--- src/rtl/conv_strip_feeder.sv ---
// conv_strip_feeder: buffers a sliding 3-row band of a raster frame and replays it column-wise to the conv controller.
// Defining CONV_FEEDER_STALL_EN adds stall_i, which pauses emission while high.
module conv_strip_feeder #(
   parameter int PIXEL_WIDTH = 8,
   parameter int IMG_WIDTH = 16,
   parameter int IMG_HEIGHT = 16
) (
   input  logic clk_i,
   input  logic reset_i,
   input  logic frame_start_i,
   input  logic px_valid_i,
   input  logic [PIXEL_WIDTH-1:0] px_i,
`ifdef CONV_FEEDER_STALL_EN
   input  logic stall_i,
`endif
   output logic px_ready_o,
   output logic start_cnn_o,
   output logic px_rdy_o,
   output logic [PIXEL_WIDTH-1:0] px_o,
   output logic frame_done_o
);
   localparam int CW = $clog2(IMG_WIDTH);
   localparam int KW = $clog2(3 * IMG_WIDTH);
   localparam int SW = $clog2(IMG_HEIGHT);
   typedef enum logic [1:0] {IDLE, FILL, EMIT, GAP} state_t;
   state_t state;
   logic [PIXEL_WIDTH-1:0] mem [3][IMG_WIDTH];
   logic [1:0] wr_row, top, need_rows, er, rd_row;
   logic [2:0] rs;
   logic [CW-1:0] col;
   logic [KW-1:0] k;
   logic [SW-1:0] strip;
   logic ph, gap_n, stall, take, last_col;
`ifdef CONV_FEEDER_STALL_EN
   assign stall = stall_i;
`else
   assign stall = 1'b0;
`endif
   always_comb begin
      take = px_valid_i && px_ready_o;
      last_col = col == CW'(IMG_WIDTH - 1);
      rs = {1'b0, top} + {1'b0, er};
      rd_row = rs >= 3'd3 ? 2'(rs - 3'd3) : rs[1:0];
   end
   always_ff @(posedge clk_i)
      if (take) mem[wr_row][col] <= px_i;
   // ph=0 schedules a pulse for the next cycle, ph=1 is the visible pulse cycle
   always_ff @(posedge clk_i) begin
      if (reset_i) begin
         state <= IDLE;
         px_ready_o <= 1'b0;
         start_cnn_o <= 1'b0;
         px_rdy_o <= 1'b0;
         px_o <= '0;
         frame_done_o <= 1'b0;
         wr_row <= 2'd0;
         top <= 2'd0;
         need_rows <= 2'd0;
         er <= 2'd0;
         col <= '0;
         k <= '0;
         strip <= '0;
         ph <= 1'b0;
         gap_n <= 1'b0;
      end else begin
         case (state)
            IDLE: if (frame_start_i) begin
               state <= FILL;
               px_ready_o <= 1'b1;
               wr_row <= 2'd0;
               top <= 2'd0;
               col <= '0;
               strip <= '0;
               need_rows <= 2'd3;
            end
            FILL: if (take) begin
               col <= last_col ? '0 : col + 1'b1;
               if (last_col) begin
                  wr_row <= wr_row == 2'd2 ? 2'd0 : wr_row + 2'd1;
                  need_rows <= need_rows - 2'd1;
                  if (need_rows == 2'd1) begin
                     state <= EMIT;
                     px_ready_o <= 1'b0;
                     start_cnn_o <= 1'b1;
                     ph <= 1'b0;
                     er <= 2'd0;
                     k <= '0;
                  end
               end
            end
            EMIT: if (stall) begin
               px_rdy_o <= 1'b0;
            end else if (!ph) begin
               ph <= 1'b1;
               px_rdy_o <= 1'b1;
               px_o <= mem[rd_row][col];
            end else begin
               ph <= 1'b0;
               px_rdy_o <= 1'b0;
               if (k == KW'(3 * IMG_WIDTH - 1)) begin
                  state <= GAP;
                  start_cnn_o <= 1'b0;
                  px_o <= '0;
                  gap_n <= 1'b0;
                  col <= '0;
               end else begin
                  k <= k + 1'b1;
                  er <= er == 2'd2 ? 2'd0 : er + 2'd1;
                  col <= er == 2'd2 ? col + 1'b1 : col;
               end
            end
            GAP: if (!gap_n) begin
               gap_n <= 1'b1;
               top <= top == 2'd2 ? 2'd0 : top + 2'd1;
               strip <= strip + 1'b1;
               frame_done_o <= strip == SW'(IMG_HEIGHT - 3);
            end else begin
               frame_done_o <= 1'b0;
               if (strip == SW'(IMG_HEIGHT - 2)) begin
                  state <= IDLE;
               end else begin
                  state <= FILL;
                  px_ready_o <= 1'b1;
                  need_rows <= 2'd1;
               end
            end
            default: state <= IDLE;
         endcase
      end
   end
endmodule

--- config.mk ---
export PLATFORM = sky130hd
export DESIGN_NAME = conv_strip_feeder
export DESIGN_NICKNAME = d
export VERILOG_FILES = /design/src/rtl/conv_strip_feeder.sv
export SDC_FILE = /design/constraint.sdc
export NUM_CORES = 1
export LEC_CHECK = 0
export BUFFER_PORTS_ARGS = -buffer_cell sky130_fd_sc_hd__buf_2
export CAP_MARGIN = 10
export CORE_AREA = 2 2 271 220
export CTS_CLUSTER_SIZE = 25
export DETAILED_ROUTE_END_ITERATION = 8
export DIE_AREA = 0 0 273 222
export PLACE_DENSITY = 0.44
export SETUP_SLACK_MARGIN = 0.5
export SYNTH_ARGS = -nofsm -noshare
export SYNTH_HDL_FRONTEND = slang
export SYNTH_SLANG_ARGS = --single-unit
--- constraint.sdc ---
create_clock -name clk_i -period 3.5 [get_ports clk_i]
set_input_delay 0.175 -clock clk_i [delete_from_list [all_inputs] [get_ports clk_i]]
set_output_delay 0.175 -clock clk_i [all_outputs]
set_load 0.05 [all_outputs]
* After elaboration in Yosys (flattened, before gate mapping)
Memories as Yosys holds them, arrays and structs flattened.
Index checks and enable logic that the tools add are counted.
** Storage, ports and cells
- Register bits after elaboration :: 38
- Memories :: 1
- Logic and storage cells :: 144
- Input port bits :: 12
- Memory bits (writable) :: 384
** Memories
- mem :: words 3, width 128, rd ports 1, clocked after memory_dff 0, wr ports 1, RTL line 27 : logic [PIXEL_WIDTH-1:0] mem [3][IMG_WIDTH];
** Cells by class
- Equal/unequal tests :: 23
- Reductions and logical operators :: 20
- Bitwise logic cells :: 1
- Multiplexer cells :: 72
- Magnitude comparators :: 3
- $add $sub $neg :: 9
** Operators with widths (count)
- $mux 128 :: 1
- $mux 2 :: 25
- $mux 8 :: 5
- $bmux 8 s4 :: 1
- $demux 8 s4 :: 1
- $mux 6 :: 5
- $mux 4 :: 7
- $ne 2x2->1 const B :: 10
- $reduce_and 6->1 :: 3
- $mux 1 :: 15
- $reduce_and 7->1 :: 2
- $eq 4x4->1 const B :: 3
- $pmux 2 s2 :: 3
- $pmux 4 s3 :: 1
- $pmux 6 s2 :: 1
- $eq 2x2->1 const B :: 5
- $add 4x1->4 const B :: 2
- $pmux 2 s4 :: 1
- $pmux 4 s2 :: 1
- $reduce_and 4->1 :: 2
- $reduce_bool 2->1 :: 4
- $add 2x1->2 const B :: 3
- $add 6x1->6 const B :: 1
- $eq 6x6->1 const B :: 1
- other kinds (19) :: 25

* Logic depth before layout (Yosys ltp)
An unclocked memory read counts as a cell.
- Depth after elaboration :: 8
- Mapped depth :: 16
- Depth with buffers taken out :: 12

* Worst setup path after synthesis
Ideal clock, no wire load.
- Kind :: reg2reg
- From :: reg er[0]
- To :: reg px_o[3]
- Period minus slack after synthesis :: 3095 ps
- Setup time :: 114 ps
- Data arrival time :: 2981 ps
- Cell stages (with the launch flop) :: 15
- Setup slack :: 405 ps
- Path through :: dfxtp_1 ha_1 inv_1 fa_1 inv_1 ha_1 nand2b_1 buf_6 a21bo_1 buf_6 mux4_2 and2_1 a2111oi_2 nor4_1 a21o_1
** Between the ends
- Longest elaborated chain between the ends :: 8
- Elaborated cells on any way between the ends :: 9
- Those cells by class :: 2 x add/sub; 1 x order compare; 5 x mux; 1 x memory
** RTL lines
- start: declaration :: RTL line 28 : logic [1:0] wr_row, top, need_rows, er, rd_row;
- start signal: assignment :: RTL line 108 : er <= er == 2'd2 ? 2'd0 : er + 2'd1;
- $add 2x2->3 * :: RTL line 42 : rs = {1'b0, top} + {1'b0, er};
- $ge 3x2->1 or $sub 2x2->2 (tied branches) :: RTL line 43 : rd_row = rs >= 3'd3 ? 2'(rs - 3'd3) : rs[1:0];
- $mux 2 * :: RTL line 43
- $mem_v2 3x128 *
- $bmux 8 s4 * :: RTL line 96 : px_o <= mem[rd_row][col];
- $mux 8 (implied by the code) * (2 in a row) :: RTL line 96
- $mux 8 * :: RTL line 93 : end else if (!ph) begin
- end signal: assignment :: RTL line 96
- end: declaration :: RTL line 19 : output logic [PIXEL_WIDTH-1:0] px_o,
Mark *: on every way between the ends. The rest lies on a longest branch, timed or not. The select of a mux whose other input is x is not followed.
A chain may end at the register's enable or synchronous reset.

* Worst setup path in the final report
- From :: reg er[0]
- To :: reg px_o[5]
Same word-level chain as after synthesis.

==> flow_summary.toml <==
[logic_synthesis]
synth_top_area_share = 0.6707
synthesis.instances = 1054
yosysUniqueCellTypes = 62
synth_flop_cell = "sky130_fd_sc_hd__edfxtp_1"
syn_nets = 1082
post_synth_most_frequent_cells = "sky130_fd_sc_hd__edfxtp_1, sky130_fd_sc_hd__nand2_1, sky130_fd_sc_hd__nor2_1"
synth_sequential_area_ratio = 0.7150
post_synth_instance_area_sq_um = 17190
yosys-top-cells-area = "sky130_fd_sc_hd__edfxtp_1, sky130_fd_sc_hd__mux4_2, sky130_fd_sc_hd__dfxtp_1"
synth_enable_flop_cells = 384
synth_async_reset_ratio = 0
synthesis.yosys.warnings = 0
avgSynthCellArea_sq_um = 16.31
yosys_register_bits = 422
post-synth-top-count-cell = "sky130_fd_sc_hd__edfxtp_1"
synth_top_area_cell = "sky130_fd_sc_hd__edfxtp_1"

[setup_path]
critical_path.max_fanout = 7
critical_path_required_ps = 3960
timing.critical_path.to = "px_o[5]$_SDFFE_PP0P_"
start_kind = "flip-flop"
path_class = "flip-flop to flip-flop"
setup.reg_to_reg.worst_slack_ps = 310
reg2reg_from = "er[0]$_SDFFE_PP0P_"
worst_r2r_path_depth = 13
crit_path_end_kind = "flip-flop"
timing.critical_path.arrival_ps = 3650
capturing_point_of_the_worst_reg2reg_path = "px_o[5]$_SDFFE_PP0P_"
cp-startpoint = "er[0]$_SDFFE_PP0P_"

[grt]
vias_in_the_first_global_route = 9941
number_of_antenna_violations_at_the_first_check_in_global_routing = 0
largest_net_degree_at_the_start_of_global_routing = 49
grt_first_pass_wirelength_microns = 70890
grt_total_ovfl = 0
grt_use_total = 0.1607

[clocking]
cts.htree.levels = 2
cts_num_sinks = 422
post_cts_hold_buffer_count = 0
num_cts_buffers = 44
worst_skew_pair.late_latency_ps = 560
cts.path.max_buffers = 3
clkSlewWorstSetupHoldPaths_ps = 60
cts_root_buffer = "sky130_fd_sc_hd__clkbuf_16"
tritoncts = "built"

[power_and_ir_drop]
vdd_drop_max_mv = 0.2721
intPower_mw = 9.154
p_per_area_nw_per_um2 = 595.3
power.switching_mw = 3.191
comb_power_share = 0.142
power.clock.fraction = 0.398
power_frac_seq = 0.460
p_sw_frac = 0.2585
leakagePower_nw = 6.598

[place]
place_hpwl_microns = 31370
dpl_worst_slack_ps = -154.7
buffer_ports.inserted = 23
gp_routability_congestion = 0.8173

[finish]
fin_util = 0.3593
layout.nets = 1205
layout-drive-gt1-share = 0.2721
flow.area_growth_from_synthesis_pct = 20.63
diodes = 0

[timing]
post-route-min-period_ps = 3188
report.final.slew_viol_count = 0
fraction_of_the_cycle_the_final_worst_path_needs = 0.9109
setup_viol = 0
worst_slew_pin_slew_ps = 1137
finalHoldViolations = 0
rsz0062_at_grt = "true"
relSlewSlack = 0.2422
max_clock_freq_ghz = 0.3137
timing.clock.skew_ps = 21.94
worst_hold_slack_ps = 32.17
fin_ws_ps = 312.0

[routing]
route.detailed.wl_per_inst_microns = 24.61
drt_first_pass_iters = 5
drtAntennaViolNets = 0
detail_route.wirelength_microns = 48770
vias = 9850
route.detailed.vias_per_inst = 4.970
detailed_route_iter0_violations = 976
drt_drc_violations_left = 0

[floorplanning]
core.rowCount = 79
chipWidth_microns = 273
initial_utilization = 0.2978
die_height_microns = 222
coreArea_sq_um = 57730
floorplan.die_area_sq_um = 60610
num_io_pins = 24

[job]
timing.max_cap.violations = 0

[status]
result_of_the_run = "completed"

[min_path]
holdCritPathClass = "primary input to flip-flop"
## placed cells by master, fill, tap and decap left out, types with 6 or more instances in the layout
cell type	count
sky130_fd_sc_hd__edfxtp_1	384
sky130_fd_sc_hd__nor2_1	91
sky130_fd_sc_hd__clkinv_2	13
sky130_fd_sc_hd__clkinv_1	8
sky130_fd_sc_hd__and2_1	6
sky130_fd_sc_hd__ha_1	13
sky130_fd_sc_hd__buf_6	8
sky130_fd_sc_hd__o21ai_1	7
sky130_fd_sc_hd__o22ai_1	12
sky130_fd_sc_hd__a31oi_1	6
sky130_fd_sc_hd__mux2_2	6
sky130_fd_sc_hd__nor2b_1	8
sky130_fd_sc_hd__bufinv_16	7
sky130_fd_sc_hd__buf_12	7
sky130_fd_sc_hd__clkbuf_16	46
sky130_fd_sc_hd__mux2i_1	34
sky130_fd_sc_hd__mux4_2	68
sky130_fd_sc_hd__a21oi_1	45
sky130_fd_sc_hd__nand2_1	93
sky130_fd_sc_hd__nand2b_1	7
sky130_fd_sc_hd__nand3_1	15
sky130_fd_sc_hd__dfxtp_1	33
sky130_fd_sc_hd__a211oi_1	8
sky130_fd_sc_hd__nor3_1	10
sky130_fd_sc_hd__o21ai_0	17
sky130_fd_sc_hd__buf_2	23
sky130_fd_sc_hd__buf_4	87
sky130_fd_sc_hd__nand4_1	11
sky130_fd_sc_hd__inv_1	12
## cell families after synthesis
family                   share of synthesized area
AND/OR/NAND/NOR                            0.07213
adder cells (fa/ha/maj)                    0.01208
XOR/XNOR                                  0.003057
flip-flops                                  0.7150
buffers and inverters                      0.02140
AO/OA/AOI/OAI                              0.06092
multiplexers                                0.1154
## sequential cells by signal, summed over array words and instances (netlist names)
| signal | count |
|---|---|
| col | 4 |
| er | 2 |
| frame_done_o | 1 |
| gap_n | 1 |
| k | 6 |
| mem | 384 |
| need_rows | 2 |
| ph | 1 |
| px_o | 8 |
| px_rdy_o | 1 |
| px_ready_o | 1 |
| start_cnn_o | 1 |
| state | 2 |
| strip | 4 |
| top | 2 |
| wr_row | 2 |
## cell type report
type | instances | area [sq um]
fillers | 5491 | 36990
flip-flops and latches | 422 | 12300
multi-input cells | 565 | 4827
clock buffers | 50 | 1166
repair buffers | 128 | 1074
well taps | 769 | 962.2
clock inverters | 32 | 346.6
inverters | 16 | 60.06
## power by group through the flow
| stage | combinational, mW | sequential [mW] | clock [mW] |
|---|---|---|---|
| global placement | 1.60 | 5.80 | 0 |
| detailed placement | 1.60 | 5.79 | 0 |
| CTS | 1.73 | 5.69 | 5.03 |
| floorplan | 0.962 | 5.85 | 0 |
| finish | 1.75 | 5.68 | 4.91 |
| global route | 1.88 | 5.69 | 5.23 |
## what timing repair did
action                     in CTS  in global routing
gates cloned                    3                  0
pin swaps                      22                  7
setup endpoints to repair       8                 13
resized for setup              41                 17
setup buffers                  15                  3
## critical path, cell delays in order (launching register included)
cell                       delay (ps)
sky130_fd_sc_hd__dfxtp_2          360
sky130_fd_sc_hd__ha_4             140
sky130_fd_sc_hd__inv_2             30
sky130_fd_sc_hd__fa_1             510
sky130_fd_sc_hd__inv_2             50
sky130_fd_sc_hd__ha_4             160
sky130_fd_sc_hd__nand4b_1         190
sky130_fd_sc_hd__a21bo_4          340
sky130_fd_sc_hd__buf_12           180
sky130_fd_sc_hd__mux4_2           500
sky130_fd_sc_hd__and2_4           180
sky130_fd_sc_hd__a211oi_4         210
sky130_fd_sc_hd__nor4_2            70
sky130_fd_sc_hd__a21o_1           160
## worst min path at each step
stage	start	end	slack (ps)	cells after the start
2_1_floorplan	px_i[0]	mem[0][0]$_DFFE_PP_	270	0
3_5_place_dp	er[1]$_SDFFE_PP0P_	er[1]$_SDFFE_PP0P_	460	2
5_1_grt	frame_start_i	strip[3]$_SDFFE_PP0P_	50	4
4_1_cts	frame_start_i	strip[2]$_SDFFE_PP0P_	10	4
3_3_place_gp	er[1]$_SDFFE_PP0P_	er[1]$_SDFFE_PP0P_	460	2
6_report	frame_start_i	strip[2]$_SDFFE_PP0P_	30	4
## stage by stage
stage	TNS, ps	cells	total power, mW	area [sq um]
after global placement	-21.98	1879	7.394	18730
after detailed placement	-154.7	1879	7.399	18730
final	0	1982	12.35	20740
after floorplan	0	1054	6.816	17260
after CTS	0	1979	12.45	20630
after global routing	0	1982	12.80	20740
## routing by layer
| metal | GRT usage | wire, microns | vias to the layer above |
|---|---|---|---|
| li1 | - | - | 4402 |
| met3 | 0.03086 | 2528 | 54 |
| met2 | 0.2383 | 21400 | 264 |
| met1 | 0.2448 | 24220 | 5130 |
| met4 | 0.03050 | 618 | 0 |
| met5 | 0 | 0 | - |
Note: power is estimated with default switching activity, not from simulation.
